==> src/rtl/tiny_alu_pkg.sv <==
// Shared types for the tiny ALU and its command issuer: opcode encoding and
// issuer FSM states.
package tiny_alu_pkg;

  typedef enum logic [2:0] {
    OP_NOP = 3'b000,
    OP_ADD = 3'b001,
    OP_AND = 3'b010,
    OP_XOR = 3'b011,
    OP_MUL = 3'b100
  } alu_op_e;

  typedef enum logic [1:0] {
    ST_IDLE  = 2'd0,
    ST_ISSUE = 2'd1,
    ST_RESP  = 2'd2
  } issuer_state_e;

  localparam int OPCODE_BITS = 3;

endpackage

==> src/rtl/tiny_alu_cmd_fifo.sv <==
// Synchronous FIFO for queued ALU commands; DEPTH must be a power of 2 so
// the pointers wrap naturally.
module tiny_alu_cmd_fifo #(
  parameter int WIDTH = 8,
  parameter int DEPTH = 4
) (
  input  logic                       clk_i,
  input  logic                       reset_i,
  input  logic                       push_i,
  input  logic                       pop_i,
  input  logic [WIDTH-1:0]           wdata_i,
  output logic [WIDTH-1:0]           rdata_o,
  output logic                       full_o,
  output logic                       empty_o,
  output logic [$clog2(DEPTH):0]     level_o
);

  localparam int PTR_BITS = $clog2(DEPTH);
  localparam int LVL_BITS = $clog2(DEPTH) + 1;

  logic [WIDTH-1:0]    mem [DEPTH];
  logic [PTR_BITS-1:0] rd_ptr;
  logic [PTR_BITS-1:0] wr_ptr;
  logic [LVL_BITS-1:0] level;
  logic                do_push;
  logic                do_pop;

  assign full_o  = (level == LVL_BITS'(DEPTH));
  assign empty_o = (level == '0);
  assign level_o = level;
  assign rdata_o = mem[rd_ptr];
  assign do_push = push_i && !full_o;
  assign do_pop  = pop_i && !empty_o;

  // Storage is not reset; only the pointers and level define what is valid.
  always_ff @(posedge clk_i) begin
    if (do_push) begin
      mem[wr_ptr] <= wdata_i;
    end
  end

  always_ff @(posedge clk_i) begin
    if (reset_i) begin
      rd_ptr <= '0;
      wr_ptr <= '0;
      level  <= '0;
    end else begin
      if (do_push) begin
        wr_ptr <= wr_ptr + 1'b1;
      end
      if (do_pop) begin
        rd_ptr <= rd_ptr + 1'b1;
      end
      case ({do_push, do_pop})
        2'b10:   level <= level + 1'b1;
        2'b01:   level <= level - 1'b1;
        default: level <= level;
      endcase
    end
  end

endmodule

==> src/rtl/tiny_alu_cmd_issuer.sv <==
// Buffers ALU commands, issues them one at a time on the start/done bus and
// returns result plus tag on a response stream, with a per-command watchdog.
module tiny_alu_cmd_issuer
  import tiny_alu_pkg::*;
#(
  parameter int INPUT_DATA_BITS = 8,
  parameter int FIFO_DEPTH      = 4,
  parameter int TAG_BITS        = 4,
  parameter int TIMEOUT_CYCLES  = 16
) (
  input  logic                           clk_i,
  input  logic                           reset_i,
  input  logic                           cmd_valid_i,
  output logic                           cmd_ready_o,
  input  logic [2:0]                     cmd_opcode_i,
  input  logic [INPUT_DATA_BITS-1:0]     cmd_a_i,
  input  logic [INPUT_DATA_BITS-1:0]     cmd_b_i,
  input  logic [TAG_BITS-1:0]            cmd_tag_i,
  output logic                           alu_start_o,
  output logic [2:0]                     alu_opcode_o,
  output logic [INPUT_DATA_BITS-1:0]     alu_a_o,
  output logic [INPUT_DATA_BITS-1:0]     alu_b_o,
  input  logic                           alu_done_i,
  input  logic [2*INPUT_DATA_BITS-1:0]   alu_result_i,
  output logic                           rsp_valid_o,
  input  logic                           rsp_ready_i,
  output logic [2*INPUT_DATA_BITS-1:0]   rsp_result_o,
  output logic [2:0]                     rsp_opcode_o,
  output logic [TAG_BITS-1:0]            rsp_tag_o,
  output logic                           rsp_timeout_o,
  output logic                           busy_o,
  output logic [$clog2(FIFO_DEPTH):0]    fifo_level_o
);

  localparam int DW      = INPUT_DATA_BITS;
  localparam int RW      = 2 * INPUT_DATA_BITS;
  localparam int WD_BITS = $clog2(TIMEOUT_CYCLES);
  localparam logic [WD_BITS-1:0] WD_LAST = WD_BITS'(TIMEOUT_CYCLES - 1);

  typedef struct packed {
    logic [OPCODE_BITS-1:0] opcode;
    logic [DW-1:0]          a;
    logic [DW-1:0]          b;
    logic [TAG_BITS-1:0]    tag;
  } cmd_t;

  issuer_state_e        state;
  cmd_t                 push_cmd;
  cmd_t                 head_cmd;
  logic                 fifo_full;
  logic                 fifo_empty;
  logic                 fifo_push;
  logic                 fifo_pop;
  logic [WD_BITS-1:0]   watchdog;
  logic [TAG_BITS-1:0]  issue_tag;

  assign push_cmd    = '{opcode: cmd_opcode_i, a: cmd_a_i, b: cmd_b_i, tag: cmd_tag_i};
  assign cmd_ready_o = !fifo_full;
  assign fifo_push   = cmd_valid_i && cmd_ready_o;
  assign fifo_pop    = (state == ST_IDLE) && !fifo_empty;
  assign busy_o      = (state != ST_IDLE) || !fifo_empty;

  tiny_alu_cmd_fifo #(
    .WIDTH($bits(cmd_t)),
    .DEPTH(FIFO_DEPTH)
  ) u_fifo (
    .clk_i   (clk_i),
    .reset_i (reset_i),
    .push_i  (fifo_push),
    .pop_i   (fifo_pop),
    .wdata_i (push_cmd),
    .rdata_o (head_cmd),
    .full_o  (fifo_full),
    .empty_o (fifo_empty),
    .level_o (fifo_level_o)
  );

  // done is only honoured in ISSUE, so the ALU's late trailing done pulse
  // after start drops falls into RESP or IDLE and is discarded.
  always_ff @(posedge clk_i) begin
    if (reset_i) begin
      state         <= ST_IDLE;
      watchdog      <= '0;
      issue_tag     <= '0;
      alu_start_o   <= 1'b0;
      alu_opcode_o  <= '0;
      alu_a_o       <= '0;
      alu_b_o       <= '0;
      rsp_valid_o   <= 1'b0;
      rsp_result_o  <= '0;
      rsp_opcode_o  <= '0;
      rsp_tag_o     <= '0;
      rsp_timeout_o <= 1'b0;
    end else begin
      case (state)
        ST_IDLE: begin
          if (!fifo_empty) begin
            alu_opcode_o <= head_cmd.opcode;
            alu_a_o      <= head_cmd.a;
            alu_b_o      <= head_cmd.b;
            issue_tag    <= head_cmd.tag;
            alu_start_o  <= 1'b1;
            watchdog     <= '0;
            state        <= ST_ISSUE;
          end
        end
        ST_ISSUE: begin
          if (alu_done_i) begin
            rsp_result_o  <= alu_result_i;
            rsp_timeout_o <= 1'b0;
            rsp_opcode_o  <= alu_opcode_o;
            rsp_tag_o     <= issue_tag;
            rsp_valid_o   <= 1'b1;
            alu_start_o   <= 1'b0;
            state         <= ST_RESP;
          end else if (watchdog == WD_LAST) begin
            rsp_result_o  <= RW'(0);
            rsp_timeout_o <= 1'b1;
            rsp_opcode_o  <= alu_opcode_o;
            rsp_tag_o     <= issue_tag;
            rsp_valid_o   <= 1'b1;
            alu_start_o   <= 1'b0;
            state         <= ST_RESP;
          end else begin
            watchdog <= watchdog + 1'b1;
          end
        end
        ST_RESP: begin
          if (rsp_ready_i) begin
            rsp_valid_o <= 1'b0;
            state       <= ST_IDLE;
          end
        end
        default: begin
          state       <= ST_IDLE;
          alu_start_o <= 1'b0;
          rsp_valid_o <= 1'b0;
        end
      endcase
    end
  end

endmodule
==> config.mk <==
export PLATFORM = sky130hd
export DESIGN_NAME = tiny_alu_cmd_issuer
export DESIGN_NICKNAME = d
export VERILOG_FILES = /design/src/rtl/tiny_alu_pkg.sv /design/src/rtl/tiny_alu_cmd_fifo.sv /design/src/rtl/tiny_alu_cmd_issuer.sv
export SDC_FILE = /design/constraint.sdc
export NUM_CORES = 1
export LEC_CHECK = 0
export ABC_AREA = 1
export CAP_MARGIN = 20
export CORE_UTILIZATION = 44
export CTS_CLUSTER_SIZE = 14
export DETAILED_ROUTE_END_ITERATION = 12
export PLACE_DENSITY = 0.67
export SYNTH_ARGS = -nofsm -noshare
export SYNTH_HDL_FRONTEND = slang
export SYNTH_HIERARCHICAL = 1
export SYNTH_SLANG_ARGS = --single-unit
==> constraint.sdc <==
create_clock -name clk_i -period 3.55 [get_ports clk_i]
set_input_delay 1.065 -clock clk_i [delete_from_list [all_inputs] [get_ports clk_i]]
set_output_delay 1.065 -clock clk_i [all_outputs]
set_load 0.03 [all_outputs]
# [Word level (Yosys, flattened, before mapping)]
# Memory sizes are Yosys's and may differ from the RTL's. A register that Yosys moved wholly into a read port is not among the register bits.
# Index checks and enable logic that the tools add are counted.
[classes] bitwise=3 eq_ne=11 n_addsub=5 n_mux=27 n_reduce_logical=19
[ops] operator="two-way mux 16 bit" count=2
[ops] operator="two-way mux 4 bit" count=5
[ops] operator="two-way mux 1 bit" count=9
[ops] operator="AND reduction 3 bit" count=3
[ops] operator="two-way mux 2 bit" count=4
[ops] operator="inequality test 2 bit (second input constant)" count=4
[ops] operator="one-hot mux 4 bit (2 select lines)" count=1
[ops] operator="nonzero test 2 bit" count=4
[ops] operator="two-way mux 3 bit" count=2
[ops] operator="one-hot mux 1 bit (3 select lines)" count=2
[ops] operator="one-hot mux 2 bit (3 select lines)" count=1
[ops] operator="one-hot mux 3 bit (2 select lines)" count=1
[ops] operator="adder 2 x 1 -> 2 bit (second input constant)" count=2
[ops] operator="adder 4 x 1 -> 4 bit (second input constant)" count=1
[ops] operator="== test 2 x 1 -> 1 bit (second input constant)" count=2
[ops] operator="== test 2 bit (second input constant)" count=2
[ops] operator="== test 4 bit (second input constant)" count=1
[ops] operator="logical AND 1 bit" count=4
[ops] operator="AND reduction 2 bit" count=2
[ops] operator="AND reduction 4 bit" count=1
[ops] operator="adder 3 x 1 -> 3 bit (second input constant)" count=1
[ops] operator="== test 3 bit (second input constant)" count=1
[ops] operator="logical NOT 3 bit" count=1
[ops] operator="inequality test 3 bit (second input constant)" count=1
[ops] operator="other kinds (5)" count=8
[word_totals] n_memories=1 output_inout_bits=50 input_bits=44 reg_bits=39 wordCells=77 ram_bits=92
[mem_list] name="u_fifo.mem" words=4 width=23 read_ports=1 rd_clocked_by_memory_dff=1 wr=1 line_no="tiny_alu_cmd_fifo.sv:21" text="logic [WIDTH-1:0] mem [DEPTH];"

# [Logic depth before layout (Yosys ltp)]
[logic_depth] word_depth=6 ltp_mapped=19

# [By module]
# The synthesis kept the hierarchy.
[by_module_without_submodules] mod="tiny_alu_cmd_fifo" seq_area_each_um2=2942.8 n_inst=1 area_per_inst_um2=3931.3 cells_per_inst=292
[by_module_without_submodules] mod="tiny_alu_cmd_issuer" seq_area_each_um2=1101.1 n_inst=1 area_per_inst_um2=2173.3 cells_per_inst=275

# [Least setup slack after synthesis]
# Ideal clock, no wire load.
[synth_path] kind="input port to flip-flop" start="input port cmd_valid_i" end="memory u_fifo/mem[0][0] (netlist name) (enable)" setup_slack_ns=0.740 setup_time_ns=0.403 stages=4 path_buffers=0 t_arrival_ns=2.407 cell_sequence="inv_1 nor2_1 nand2_4 nor2_1"
[synth_between] elab_chain_len=4
[synth_lines] element="from (decl)" line_no="tiny_alu_cmd_issuer.sv:13" text="input logic cmd_valid_i,"
[synth_lines] element="logical AND 1 bit" line_no="tiny_alu_cmd_issuer.sv:59" text="assign fifo_push = cmd_valid_i && cmd_ready_o;"
[synth_lines] element="named net fifo_push" line_no="tiny_alu_cmd_issuer.sv:52" text="logic fifo_push;"
[synth_lines] element="logical AND 1 bit" line_no="tiny_alu_cmd_fifo.sv:32" text="assign do_push = push_i && !full_o;"
[synth_lines] element="two-way mux 1 bit" line_no="tiny_alu_cmd_fifo.sv:37" text="if (do_push) begin"
[synth_lines] element="two-way mux 1 bit (implied by the code)" line_no="tiny_alu_cmd_fifo.sv:38" text="mem[wr_ptr] <= wdata_i;"
[synth_lines] element="to (decl)" line_no="tiny_alu_cmd_fifo.sv:21"
# The timed path passes the listed nets, and every way through them passes these cells.

# [Worst setup path in the final report]
[layout_path] start="register u_fifo.level[2] (netlist: u_fifo/level_o[2])" end="output port busy_o"
[layout_between] elab_chain_len=3
[layout_lines] element="from (decl)" line_no="tiny_alu_cmd_fifo.sv:24" text="logic [LVL_BITS-1:0] level;"
[layout_lines] element="from (signal assigned)" line_no="tiny_alu_cmd_fifo.sv:55" text="2'b10: level <= level + 1'b1;"
[layout_lines] element="from (signal assigned)" line_no="tiny_alu_cmd_fifo.sv:56" text="2'b01: level <= level - 1'b1;"
[layout_lines] element="from (signal assigned)" line_no="tiny_alu_cmd_fifo.sv:57" text="default: level <= level;"
[layout_lines] element="logical NOT 3 bit" line_no="tiny_alu_cmd_fifo.sv:29" text="assign empty_o = (level == '0);"
[layout_lines] element="named net fifo_empty" line_no="tiny_alu_cmd_issuer.sv:51" text="logic fifo_empty;"
[layout_lines] element="logical NOT 1 bit" line_no="tiny_alu_cmd_issuer.sv:61" text="assign busy_o = (state != ST_IDLE) || !fifo_empty;"
[layout_lines] element="logical OR 1 bit" line_no="tiny_alu_cmd_issuer.sv:61"
[layout_lines] element="to (decl)" line_no="tiny_alu_cmd_issuer.sv:31" text="output logic busy_o,"
# The timed path passes the listed nets, and every way through them passes these cells.

==> impl_metrics.csv <==
group,metric,value,unit
status,status,"finished clean",
power,p_leak,2.80,nW
clock_network,cts_resized,0,
floorplan,io_pins,94,
yosys,synthFlopType,"edfxtp_1",
power,ir_drop,0.000617,V
detailed_routing,wl,12700,um
placed_design,placed_cell_area,0.00713,mm2
grt,grt_max_degree,47,
placed_design,place_congestion,0.757,
timing,setup_viol,0,
critical_path,worst_path_max_delay_cell,"clkdlybuf4s50_1",
clock_network,ctsHoldBuffers,0,
yosys,synth.top_cell.area_share,45.3,%
critical_path,crit_fanout,4,
clock_network,cts_tree,"yes",
yosys,synthTopCellsByArea,"edfxtp_1, dfxtp_1, nor2_1, o21ai_0, nand2_1",
placed_design,place_ws,0.659,ns
yosys,yosys-top-cells-count,"nor2_1, edfxtp_1, dfxtp_1",
power,p_per_area,838,mW/mm2
yosys,syn_inst,567,
grt,grt_pass1_wl,20600,um
finish,area_delta_synth_final,27.0,%
clock_network,cts_setup_buffers,0,
finish,n_antenna_cell,0,
grt,grtUsageTotal,18.8,%
timing,timing.final.ws_setup,0.565,ns
yosys,yosysTopAreaCell,"edfxtp_1",
timing,worst_clock_skew,0.00720,ns
timing,hold_viol,0,
timing,fin_crit,2.99,ns
finish,finalNetCount,714,
yosys,synth_nets,618,
clock_network,clk_pin_slew,0.06,ns
grt,antenna_found_initial,0,
floorplan,chipHeight,120,um
critical_path,end_kind,"primary output",
yosys,ys_warn_count,6,
critical_path,reg2reg_depth,17,
worst_hold_path,hold_path.class,"flop to flop",
clock_network,root_buffer,"clkbuf_16",
floorplan,core_area,0.0134,mm2
run,maxCapViolations,0,
yosys,synth_seq_cells,156,
detailed_routing,antenna_left,0,
timing,rsz0062_at_grt,"false",
worst_hold_path,hold_path_depth,2,
yosys,synth.most_common_cell,"nor2_1",
finish,post-route-util,57.9,%
worst_hold_path,hold_path_startpoint,"alu_start_o",
timing,slew_viol_final,0,
critical_path,worstPathCellList,"inv_1 -> nand2_1 -> inv_1 -> nand2_1 -> clkdlybuf4s50_1",
yosys,synth.cell_area,0.00610,mm2
placed_design,placedCellCount,820,
placed_design,hpwl,7780,um
yosys,synth_seq_area_share,66.2,%
floorplan,die-area,0.0143,mm2
timing,worst_pin_slew,0.502,ns
worst_hold_path,min_to,"alu_start_o",
detailed_routing,first_iter_violations,286,
critical_path,critPathKind,"flop to primary output",
timing,slew_headroom,66.4,%
grt,overflow,0,
floorplan,die_w,120,um
critical_path,cpPeakStageDelay,0.68,ns
detailed_routing,detail_route.wl_per_cell,14.9,um
yosys,syn_avg_cell_area,10.8,um2
floorplan,rows,42,
clock_network,clock-sinks,156,
finish,finalNonFillerCells,852,
clock_network,h-tree-depth,4,
detailed_routing,first_pass_iters,5,
timing,fmax,0.335,GHz
placed_design,io_buffers,93,
yosys,ys_types,28,
timing,finalCritPeriodShare,84.1,%
clock_network,clock_latency,0.43,ns
finish,fillers,1158,
detailed_routing,vias,4308,
timing,fin_tns_setup,0,ns
clock_network,clockBufferDepth,2,
floorplan,start_util,45.6,%
critical_path,cp.required,2.48,ns
critical_path,cp.arrival,1.92,ns
detailed_routing,routed_via_density,5.06,
finish,drive_gt1_share,11.5,%
finish,design_area,0.00775,mm2
critical_path,r2r-end,"u_fifo/level_o[2]",
yosys,synthArstFlopShare,0,%
grt,grt_pass1_vias,4264,
critical_path,cp-start-kind,"flop",
clock_network,cts_buffers,17,
critical_path,r2r_slack,1.09,ns
detailed_routing,route.detailed.drc,0,
critical_path,r2r-start,"u_fifo/level_o[2]",
yosys,synth_edf_count,92,
[power by group]
part / leakage (nW) / switching (mW) / total [mW] / internal [mW]
logic: 1.14 / 1.42 / 2.16 / 0.742
clock network: 0.296 / 0.718 / 1.90 / 1.18
registers: 1.37 / 0.171 / 2.44 / 2.27
total: 2.80 / 2.31 / 6.50 / 4.19
[worst max-delay path: cells and delay by family (launching register included)]
| kind | cells | cell delay [ns] |
|---|---|---|
| flops | 1 | 0.38 |
| buf+inv | 3 | 0.87 |
| simple gates | 2 | 0.25 |
[sequential cells by signal (all words and copies together), names as in the netlist, named ones only]
signal	count
u_fifo/level_o	3
rsp_timeout_o	1
alu_b_o	8
rsp_tag_o	4
alu_start_o	1
alu_a_o	8
u_fifo/rd_ptr	2
issue_tag	4
u_fifo/mem	92
rsp_result_o	16
watchdog	4
rsp_valid_o	1
alu_opcode_o	3
u_fifo/wr_ptr	2
state	2
rsp_opcode_o	3
[layout make-up]
type	instances	area, um2	area share [%]
clock buffers	18	429	5.54
clock inverters	14	191	2.47
inverters	35	141	1.82
multi-input cells	350	1720	22.2
flip-flops and latches	156	4040	52.2
well taps	176	220	2.84
repair buffers	103	1010	13.0
[through the flow]
step	power, mW	hold slack, ns
2_1_floorplan	4.07	0.450
3_3_place_gp	4.59	0.448
5_1_grt	6.89	0.489
3_5_place_dp	4.64	0.453
6_report	6.50	0.462
4_1_cts	6.55	0.463
[cell families after synthesis]
kind of cell | after synthesis | share of synthesized area [%]
flops | 156 | 66.2
simple gates | 214 | 14.9
compound gates | 129 | 11.6
fa+ha+maj | 7 | 1.56
buf+inv | 61 | 5.74
[layout by cell type, fill, tap and decap left out, types with 2 or more instances in the layout]
cell type / n
nor2_1: 119
clkdlybuf4s50_1: 93
edfxtp_1: 92
dfxtp_1: 64
nand2_1: 55
o21ai_0: 43
o21ai_1: 37
inv_1: 28
o22ai_1: 23
a21oi_1: 17
clkbuf_16: 17
nand3_1: 14
nand2_2: 13
buf_4: 10
a21oi_2: 9
nor2_2: 7
ha_1: 6
inv_2: 5
bufinv_16: 4
inv_6: 3
nor2_8: 2
nand4_1: 2
clkinvlp_4: 2
clkinv_4: 2
clkinv_1: 2
[routing by layer]
metal	vias to the layer above	GRT usage, %	routed length, um
met5	-	0	0
met4	0	6.64	142
met3	16	5.56	818
met2	142	31.2	6090
met1	2021	23.3	5610
li1	2129	-	-
[how the worst max path moves through the flow]
| stage | start | endpoint | slack, ns | cells past startpoint |
|---|---|---|---|---|
| 2_1_floorplan | cmd_valid_i | u_fifo/mem[0][0] | 0.74 | 4 |
| 3_3_place_gp | cmd_valid_i | u_fifo/level_o[1] | 0.73 | 8 |
| 3_5_place_dp | cmd_valid_i | u_fifo/level_o[2] | 0.66 | 13 |
| 4_1_cts | u_fifo/level_o[2] | busy_o | 0.57 | 5 |
| 5_1_grt | u_fifo/level_o[2] | busy_o | 0.45 | 5 |
| 6_report | u_fifo/level_o[2] | busy_o | 0.56 | 5 |
Note: power is estimated with default switching activity, not from simulation.
==> patch 1: new RTL, same flow settings <==
Set the parameter `FIFO_DEPTH` to 8 (it was 4).
--- a/src/rtl/tiny_alu_cmd_issuer.sv
+++ b/src/rtl/tiny_alu_cmd_issuer.sv
@@ -5,5 +5,5 @@
 #(
   parameter int INPUT_DATA_BITS = 8,
-  parameter int FIFO_DEPTH      = 4,
+  parameter int FIFO_DEPTH      = 8,
   parameter int TAG_BITS        = 4,
   parameter int TIMEOUT_CYCLES  = 16
Interface: changed (resized fifo_level_o); port bits go from 94 to 95. The function was not compared with the original's and may differ.
==> patch 1 against the original RTL <==
  * Wire length rose by 67%
  * Clock power rose by 34%
  * Area after synthesis rose by 64%
  * Combinational power rose by 36%
  * Sequential cell count rose by 96
  * Hold slack got worse by 0.93 ps
  * Count of clock-buffer cells in the layout rose by 20
  * Power rose by 44%
  * Die area rose by 63%
  * Non-clock buffer count rose by 7
  * Setup slack got worse by 86 ps
  * Sequential power rose by 59%
  * Final area rose by 54%
  * Critical endpoint unchanged
  * Largest cell class unchanged
  * Largest power group unchanged
==> patch 1: results (changes against the original RTL) <==
largest net degree at the start of global routing=93 (+98%); total number of H-tree levels=1 (-3); latest clock arrival within the worst-skew pair=530 ps (+100 ps); Power, Total=9.35 mW (+44%); global-route wire length before repair=33,800 um (+64%); Worst-Margin Slew=928 ps (+426 ps); number of distinct library cells after synthesis=31 (+11%); number of nets produced by synthesis=938 (+52%); count of input and output buffers=94 (+1.1%); number of DRC markers after the initial detailed-route iteration=532 (+86%); leading cell types by total area after synthesis=sky130_fd_sc_hd__edfxtp_1 55%, sky130_fd_sc_hd__dfxtp_1 14%, sky130_fd_sc_hd__nor2_1 6.5%; detail-routed net length per standard cell=16.5 um (+11%); Pleak=4.22 nW (+51%); Worst setup startpoint=u_fifo/level_o[0]; adder and majority gate portion of the synthesized area=0.749% (-0.81 points); data arrival time at the worst-slack endpoint=2010 ps (+90 ps); combinational logic power=2.94 mW (+36%); fraction of synthesized area in multiplexers=2.30% (+2.3 points); Post-Place Cells=1,233 (+50%); number of clock buffers inserted by TritonCTS=26 (+9); Global Route Usage Sum=18.2% (-0.63 points); Final Instance Count excl. Fillers=1,280 (+50%); fraction of the yosys area taken by sequential cells=68.7% (+2.4 points); Worst R2R Setup Slack=960 ps (-130 ps); routability congestion estimate from global placement=0.767 (+1.3%); area share of xor/xnor cells in the synthesized design=0.262% (+0.26 points); result of the run=finished, final reports clean; Clock Skews=11.0 ps (+3.78 ps); via density per instance=5.14 (+1.7%); fillcell total=1,882 (+63%); Max rail drop VDD=0.399 mV (-35%); launch point of the worst hold path=rsp_result_o[4]; post-layout net count=1,031 (+44%); Largest regs=u_fifo/mem (184), rsp_result_o (16); half-perimeter wire length of the detailed placement result=12,500 um (+61%); number of global-route vias before repair=6,263 (+47%); share of the synthesized area in compound gates (AO/OA/AOI/OAI)=9.68% (-1.9 points); Seq power=3.87 mW (+59%)
## patch 1: changes by cell type in the layout (fill, tap and decap cells not counted), sizes merged, moves of 4 or more
cell    change
buf         +6
nand2      +73
clkbuf     +20
nor2       +50
dfxtp       +4
edfxtp     +92
o21ai      +48
mux2i      +23
## patch 1: stage by stage
stage	setup WS, ps	instance area [um2]	hold WS (ps)	util [%]
after floorplan	659	10000	449	-
after global placement	570	11200	448	50.6
after detailed placement	539	11200	454	50.6
after CTS	457	12000	464	54.2
after global routing	366	12000	484	54.2
final	478	12000	461	54.2
## patch 1: metal layers
metal,vias up,global-route usage [%],part of all wire [%]
li1,3256,-,-
met3,30,2.81,4.8
met5,-,0,0
met2,182,29.4,46
met4,0,4.52,1.9
met1,3112,25.8,48
## patch 1: cell type report
class | count | area share, %
Sequential cell | 252 | 57.6
Multi-Input combinational cell | 556 | 22.7
Timing Repair Buffer | 110 | 8.97
Clock buffer | 38 | 6.08
Tap cell | 280 | 2.93
Inverter | 35 | 1.12
Clock inverter | 9 | 0.575
==> patch 2: new RTL, same settings <==
Made on the original files. Re-encode `issuer_state_e` (3 states) as one-hot, 3 bits wide.
--- a/src/rtl/tiny_alu_pkg.sv
+++ b/src/rtl/tiny_alu_pkg.sv
@@ -11,8 +11,8 @@
   } alu_op_e;
 
-  typedef enum logic [1:0] {
-    ST_IDLE  = 2'd0,
-    ST_ISSUE = 2'd1,
-    ST_RESP  = 2'd2
+  typedef enum logic [2:0] {
+    ST_IDLE  = 3'b001,
+    ST_ISSUE = 3'b010,
+    ST_RESP  = 3'b100
   } issuer_state_e;
 
Formal check against the unedited RTL: same outputs for any inputs over 10 cycles, from zero or initial values and one cycle with reset_i high; not proved beyond that.
==> patch 2 against the original RTL <==
  * Wire length rose by 1.0%
  * Setup slack worse by 180 ps
  * Sequential cell count up 1
  * Global-route usage is 0.088 points lower
  * Combinational power down 15%
  * Non-clock buffer count down 3
  * Clock skew increased by 7.2 ps
  * Power is 8.3% lower
  * Final area decreased by 0.68%
  * Area after synthesis shrank 0.14%
  * Critical path type unchanged
==> patch 2: results (changes against the original RTL) <==
result of the run=finished, final reports clean; total number of H-tree levels=4 (unchanged); Post-Place Cells=815 (-0.61%); vias after detailed routing=4,297 (-0.26%); worst hold margin=460 ps (-2.33 ps); Max rail drop VDD=0.360 mV (-42%); endpoints failing setup=0 (unchanged); met2 usage in global routing=30.7% (-0.47 points); detailed-routed wire length on met2=6230 um (+2.3%); top cells by instance count after synthesis=113 x sky130_fd_sc_hd__nor2_1, 92 x sky130_fd_sc_hd__edfxtp_1, 65 x sky130_fd_sc_hd__dfxtp_1, 62 x sky130_fd_sc_hd__nand2_1, 52 x sky130_fd_sc_hd__o21ai_0; Worst path top cell family by delay=buffers and inverters; CP peak stage delay=590 ps (-90 ps); Pleak=2.78 nW (-0.95%); first drt pass iteration count=4 (-1); instance area at placement=7100 um2 (-0.46%); dpl ws=657 ps (-1.29 ps); adder and majority gate portion of the synthesized area=1.56% (+0.0022 points); number of global-route vias before repair=4,171 (-2.2%); worst slew slack as a fraction of its limit=41.1% (-25 points); Top Layer Used=met4; fraction of the yosys area taken by sequential cells=66.7% (+0.42 points); layout cell share with drive strength beyond 1=8.63% (-2.9 points); share of the synthesized area in compound gates (AO/OA/AOI/OAI)=11.4% (-0.25 points); post-layout net count=710 (-0.56%); count of input and output buffers=93 (unchanged); Worst setup startpoint=u_fifo/level_o[1]; EDFF count, synth=92 (unchanged); number of nets produced by synthesis=617 (-0.16%); M1 GR Usage=23.6% (+0.27 points); final period utilization=89.2% (+5.1 points); Gate Count Post-Synth=566 (-0.18%); half-perimeter wire length of the detailed placement result=7700 um (-1.0%); Clock Skews=14.4 ps (+7.18 ps); Global Route Usage Sum=18.7% (-0.088 points); launch point of the worst hold path=rsp_opcode_o[2]; met3 Track Usage GR=3.99% (-1.6 points); Routed met3 length=711 um (-13%); number of distinct library cells after synthesis=31 (+11%); number of cells traversed by the worst register-to-register path=15 (-2); number of DRC markers after the initial detailed-route iteration=336 (+17%); Metal-1 WL=5740 um (+2.4%); routability congestion estimate from global placement=0.751 (-0.78%); area share of xor/xnor cells in the synthesized design=0.144% (+0.14 points); leading cell types by total area after synthesis=sky130_fd_sc_hd__edfxtp_1 45%, sky130_fd_sc_hd__dfxtp_1 21%, sky130_fd_sc_hd__nor2_1 7.0%; detail-routed net length per standard cell=15.1 um (+1.5%); clock transition at the register clock pins on the worst setup and hold paths after CTS=60 ps (about the same); Worst R2R Setup Slack=1110 ps (+20 ps); Worst Hold Path EP=rsp_opcode_o[2]; number of clock buffers inserted by TritonCTS=17 (unchanged); global-route wire length before repair=20,400 um (-0.91%); Final Instance Count excl. Fillers=848 (-0.47%)
[patch 2: changes by cell type after synthesis, sizes merged]
cell | before | now
nor2 | 128 | 119
inv | 35 | 34
a21oi | 26 | 36
dfxtp | 64 | 65
clkinv | 0 | 1
clkbuf | 6 | 5
xnor2 | 0 | 1
nor3 | 1 | 2
buf | 20 | 21
nand3 | 14 | 18
nand2 | 69 | 67
o21ai | 80 | 72
o211ai | 0 | 1
[patch 2: where the power goes]
part	internal [mW]	leakage, nW	switching (mW)
sequential	2.23	1.38	0.157
combinational	0.630	1.14	1.21
clock	1.04	0.268	0.698
total	3.89	2.78	2.06
[patch 2: worst register-to-register path: cells and delay by family, from the launching register on]
family	cells	cell delay, ps
AND/OR/NAND/NOR	9	1030
adder cells (fa/ha/maj)	2	540
flip-flops	1	390
buffers and inverters	4	380
[patch 2: area by class of cell]
type	count	area [um2]
multi-input cells	348	1700
clock inverters	13	140
inverters	35	139
repair buffers	100	1000
fillers	1130	5700
flip-flops and latches	157	4060
clock buffers	19	433
well taps	176	220
